## src/rtl/dda_oscillator_core.sv

```systemverilog
// Damped spring-mass Euler DDA with one shared multiplier; optional SAT_EN clamps every W-bit reduction.
// Latency: 3 cycles per step, first step_valid 3 cycles after start; no backpressure, start is ignored while busy.
module dda_oscillator_core #(
    parameter int W     = 27,
    parameter int FRAC  = 20,
    parameter int CNT_W = 16
) (
    input  logic             clk,
    input  logic             rst_n,
    input  logic             start,
    input  logic             stop,
    input  logic [W-1:0]     k_coef,
    input  logic [W-1:0]     d_coef,
    input  logic [W-1:0]     ic1,
    input  logic [W-1:0]     ic2,
    input  logic [3:0]       dt_shift,
    input  logic [CNT_W-1:0] n_steps,
    output logic [W-1:0]     v1,
    output logic [W-1:0]     v2,
    output logic [CNT_W-1:0] step_cnt,
    output logic             busy,
    output logic             step_valid,
    output logic             done,
    output logic             sat_flag
);
    typedef enum logic [1:0] {IDLE, MULK, MULD, UPD} state_t;
    state_t state, state_nxt;

    logic signed [W-1:0]   v1_q, v2_q, k_q, d_q;
    logic [3:0]            dt_q;
    logic [CNT_W-1:0]      n_q, cnt_q, cnt_inc;
    logic                  stop_pend, last_step;
    logic signed [W-1:0]   mul_a, mul_b;
    logic signed [2*W-1:0] prod;
    logic signed [W:0]     pk_q, pd_q, mul_res;
    logic signed [W+1:0]   f, f_sh;
    logic signed [W-1:0]   v2_sh, v1_nxt, v2_nxt;

    assign cnt_inc   = cnt_q + CNT_W'(1);
    // stop sampled live as well, so a stop in the UPD cycle still ends the run after this step
    assign last_step = ((n_q != '0) && (cnt_inc == n_q)) || stop_pend || stop;

    assign mul_a = (state == MULK) ? v1_q : v2_q;
    assign mul_b = (state == MULK) ? k_q  : d_q;
    assign prod  = mul_a * mul_b;

    assign f     = -((W+2)'(pk_q)) - (W+2)'(pd_q);
    assign f_sh  = f >>> dt_q;
    assign v2_sh = v2_q >>> dt_q;

`ifdef SAT_EN
    localparam logic signed [W-1:0] S_MAX = {1'b0, {(W-1){1'b1}}};
    localparam logic signed [W-1:0] S_MIN = {1'b1, {(W-1){1'b0}}};

    logic signed [2*W-1:0] prod_sh;
    logic signed [W:0]     sum1;
    logic signed [W+2:0]   sum2;
    logic                  ovf_p, ovf1, ovf2, sat_q;

    // a value fits in W bits when every bit above the W-bit sign agrees with it
    assign prod_sh = prod >>> FRAC;
    assign ovf_p   = !((&prod_sh[2*W-1:W-1]) || !(|prod_sh[2*W-1:W-1]));
    assign mul_res = ovf_p ? (W+1)'(prod_sh[2*W-1] ? S_MIN : S_MAX) : prod_sh[W:0];

    assign sum1   = (W+1)'(v1_q) + (W+1)'(v2_sh);
    assign ovf1   = (sum1[W] != sum1[W-1]);
    assign v1_nxt = ovf1 ? (sum1[W] ? S_MIN : S_MAX) : sum1[W-1:0];

    assign sum2   = (W+3)'(v2_q) + (W+3)'(f_sh);
    assign ovf2   = !((&sum2[W+2:W-1]) || !(|sum2[W+2:W-1]));
    assign v2_nxt = ovf2 ? (sum2[W+2] ? S_MIN : S_MAX) : sum2[W-1:0];

    always_ff @(posedge clk or negedge rst_n) begin
        if (!rst_n) begin
            sat_q <= 1'b0;
        end else if ((state == IDLE) && start) begin
            sat_q <= 1'b0;
        end else if ((((state == MULK) || (state == MULD)) && ovf_p) ||
                     ((state == UPD) && (ovf1 || ovf2))) begin
            sat_q <= 1'b1;
        end
    end
    assign sat_flag = sat_q;
`else
    assign mul_res  = (W+1)'(prod >>> FRAC);
    assign v1_nxt   = v1_q + v2_sh;
    assign v2_nxt   = W'(v2_q + f_sh);
    assign sat_flag = 1'b0;
`endif

    always_ff @(posedge clk or negedge rst_n) begin
        if (!rst_n) state <= IDLE;
        else        state <= state_nxt;
    end

    always_comb begin
        state_nxt = state;
        case (state)
            IDLE:    if (start) state_nxt = MULK;
            MULK:    state_nxt = MULD;
            MULD:    state_nxt = UPD;
            UPD:     state_nxt = last_step ? IDLE : MULK;
            default: state_nxt = IDLE;
        endcase
    end

    always_ff @(posedge clk or negedge rst_n) begin
        if (!rst_n) begin
            v1_q       <= '0;
            v2_q       <= '0;
            k_q        <= '0;
            d_q        <= '0;
            dt_q       <= '0;
            n_q        <= '0;
            cnt_q      <= '0;
            pk_q       <= '0;
            pd_q       <= '0;
            stop_pend  <= 1'b0;
            busy       <= 1'b0;
            step_valid <= 1'b0;
            done       <= 1'b0;
        end else begin
            step_valid <= 1'b0;
            done       <= 1'b0;
            case (state)
                IDLE: if (start) begin
                    v1_q      <= ic1;
                    v2_q      <= ic2;
                    k_q       <= k_coef;
                    d_q       <= d_coef;
                    dt_q      <= dt_shift;
                    n_q       <= n_steps;
                    cnt_q     <= '0;
                    stop_pend <= stop;
                    busy      <= 1'b1;
                end
                MULK: begin
                    pk_q      <= mul_res;
                    stop_pend <= stop_pend | stop;
                end
                MULD: begin
                    pd_q      <= mul_res;
                    stop_pend <= stop_pend | stop;
                end
                UPD: begin
                    v1_q       <= v1_nxt;
                    v2_q       <= v2_nxt;
                    cnt_q      <= cnt_inc;
                    step_valid <= 1'b1;
                    if (last_step) begin
                        busy      <= 1'b0;
                        done      <= 1'b1;
                        stop_pend <= 1'b0;
                    end
                end
                default: ;
            endcase
        end
    end

    assign v1       = v1_q;
    assign v2       = v2_q;
    assign step_cnt = cnt_q;
endmodule

```

## config.mk

```make
export PLATFORM = sky130hd
export DESIGN_NAME = dda_oscillator_core
export DESIGN_NICKNAME = d
export VERILOG_FILES = /design/src/rtl/dda_oscillator_core.sv
export SDC_FILE = /design/constraint.sdc
export NUM_CORES = 2
export LEC_CHECK = 0
export BUFFER_PORTS_ARGS = -buffer_cell sky130_fd_sc_hd__buf_4
export CORE_AREA = 5 5 254 256
export DETAILED_ROUTE_END_ITERATION = 6
export DIE_AREA = 0 0 259 261
export PLACE_DENSITY = 0.83
export SLEW_MARGIN = 20
export SYNTH_ARGS = -nofsm -noshare
export SYNTH_HDL_FRONTEND = slang
export SYNTH_SLANG_ARGS = --single-unit
```

## constraint.sdc

```tcl
create_clock -name clk -period 10.94 [get_ports clk]
set_input_delay 2.188 -clock clk [delete_from_list [all_inputs] [get_ports clk]]
set_output_delay 2.188 -clock clk [all_outputs]
set_load 0.01 [all_outputs]
```

==> impl_metrics.ini <==
[logic_synthesis]
async_flop_share = 1.00
synth_edf_count = 0
synth_ff_type = dfrtp_1
avgSynthCellArea_um2 = 8.96
ys_seq_area_frac = 0.129
syn_area_um2 = 39900
ys_ff_latch = 206
synth_warnings = 0
syn_nets = 5538
synth.distinct_cells = 93
syn_inst = 4448

[route]
vias_per_cell = 6.16
wl_per_cell_um = 23.7
vias = 33400
wl_um = 129000
route.antenna.remaining_nets = 0
dr.pass1.iters = 7
drt_iter0_drc = 3595
drc = 2

[sta]
relSlewSlack = 0.232
hold_violations = 0
period_needed_ps = 9680
fin_crit_sh = 0.885
rsz0062_at_grt = false
slew_viol_final = 0
fmax_ghz = 0.103
fin_skew_ps = 26.3
finalSetupTns_ps = 0
finalSetupViolations = 0
tightest_slew_ps = 1130

[outcome]
outcome = complete, but fails checks
violations = DRC

[worst_setup_path]
startpoint_type = flip-flop
cp.required_ps = 11380
reg2reg_depth = 25
r2r_slack_ps = 1260
end_kind = flip-flop
crit_type = flip-flop to flip-flop
arrival_ps = 10120
crit_fanout = 47

[final_layout]
num-nets-final = 5649
drive_gt1_frac = 0.124
nFillCells = 4824
final-seq-area_um2 = 5160
area_growth_pct = 8.26
multiInputGateArea_um2 = 30700
layout_commonest_cell = inv_1
layout_common_cells = 875 x inv_1, 698 x fa_1, 515 x nand2_1

[floorplan]
initial_core_util = 0.640
core_um2 = 62300
die_w_um = 259
ioPinCount = 206
die-area_um2 = 67600
row_count = 92
fp.dieH_um = 261

[global_routing]
grt_pass1_wl_um = 199000
antenna_found_initial = 2
grt_max_degree = 81
grt_util_all_layers = 0.382
grt_overflow_total = 0
first_global_vias = 34700

[worst_hold_path]
hold_depth = 1
hp-class = flip-flop to flip-flop

[clock_network]
htreeDepth = 1
post-cts-setup-buffers = 0
clockBufferDepth = 3
worstSkewPairLatency_ps = 570
cts_sinks = 206
root_buffer = clkbuf_16
ctsHoldBuffers = 0
cts_buffers = 26
cts_resized = 0
cts_tree = built
clkTransAtPathRegs_ps = 60

[flow_run]
timing.max_cap.violations = 0

[placed_design]
port_buffers = 204
place_congestion = 1.03
hpwl_um = 101000
==> worst paths after layout <==
kind	start	endpoint
max in group asynchronous	rst_n	k_q[4]
min in group asynchronous	rst_n	dt_q[2]
hold reg to reg	k_q[26]	k_q[26]
hold / removal	k_q[26]	k_q[26]
setup reg to reg	state[1]	pk_q[26]
setup / recovery	state[1]	pk_q[26]
==> flip-flops by register name, summed over array words and instances (netlist names), 2 cells and up <==
register,count
n_q,16
d_q,27
v1,27
dt_q,4
state,2
step_cnt,16
pk_q,28
k_q,27
v2,27
pd_q,28
==> cell usage after synthesis, drive strengths merged, types with 20 or more instances <==
cell    instances  share of area
mux4           27          0.015
fa            698           0.35
mux2          163          0.046
xor2           55          0.012
mux2i         107          0.027
nor2          498          0.047
nor3           23         0.0029
a31oi          42         0.0071
nand2         517          0.049
o21ai         141          0.018
a21oi         173          0.022
o21a           22         0.0043
clkbuf        163          0.017
o22ai          40         0.0063
xnor2          89          0.020
a21o           36         0.0068
and3           20         0.0031
ha            260          0.082
a211oi         25         0.0048
buf            32         0.0036
inv           876          0.082
dfrtp         206           0.13
nand3          30         0.0038
==> cells by family after synthesis <==
logic type	Yosys count	synth area share
xor gates and xnor gates	145	0.0324
DFF	206	0.129
muxes	297	0.0882
AOI/OAI and AO/OA	584	0.0919
and+or+nand+nor	1182	0.121
buffers and inverters	1075	0.105
other	1	0.0000941
adders and majority gates	958	0.432
==> worst max-delay path, stage by stage (launching register included) <==
cell	delay [ps]
dfrtp_1	410
inv_1	190
ha_4	740
buf_4	450
mux2i_1	260
buf_4	290
clkinv_1	560
nand2_1	300
fa_1	490
fa_1	550
fa_1	450
fa_1	470
fa_1	520
fa_1	430
fa_1	510
inv_1	50
ha_1	350
a21o_1	180
a21o_1	180
a21oi_1	270
o21ai_0	160
a21oi_2	410
o21ai_1	380
a311oi_1	470
xnor2_1	140
mux2_2	280
==> cell type report <==
cell class,instances,share of cell area
diodes,4,0.000232
repair buffers,279,0.0492
clock buffers,31,0.0167
well taps,846,0.0245
flip-flops and latches,206,0.120
inverters,879,0.0765
multi-input cells,3167,0.710
clock inverters,16,0.00299
==> metrics by stage <==
step / std cells / instance area (um2) / worst slack (ps) / util / hold WS (ps)
final: 5428 / 43200 / 1260 / 0.693 / 506
after global routing: 5424 / 43100 / 1170 / 0.693 / 522
after CTS: 5423 / 43100 / 1560 / 0.692 / 509
after detailed placement: 5376 / 42300 / 1660 / 0.678 / 496
after global placement: 5376 / 42200 / 1860 / 0.678 / 491
after floorplan: 4448 / 39900 / 2310 / - / 479
==> per-layer routing <==
layer  GRT usage  vias up  wire (um)
li1            -    14200          -
met1       0.486    16500      45500
met2       0.603     2159      58300
met3       0.109      605      16000
met4       0.192        0       8970
met5           0        -          0
Power is left out: the tool's default activity adds up to more than one toggle a clock period on the data nets, which glitch-free logic cannot reach.
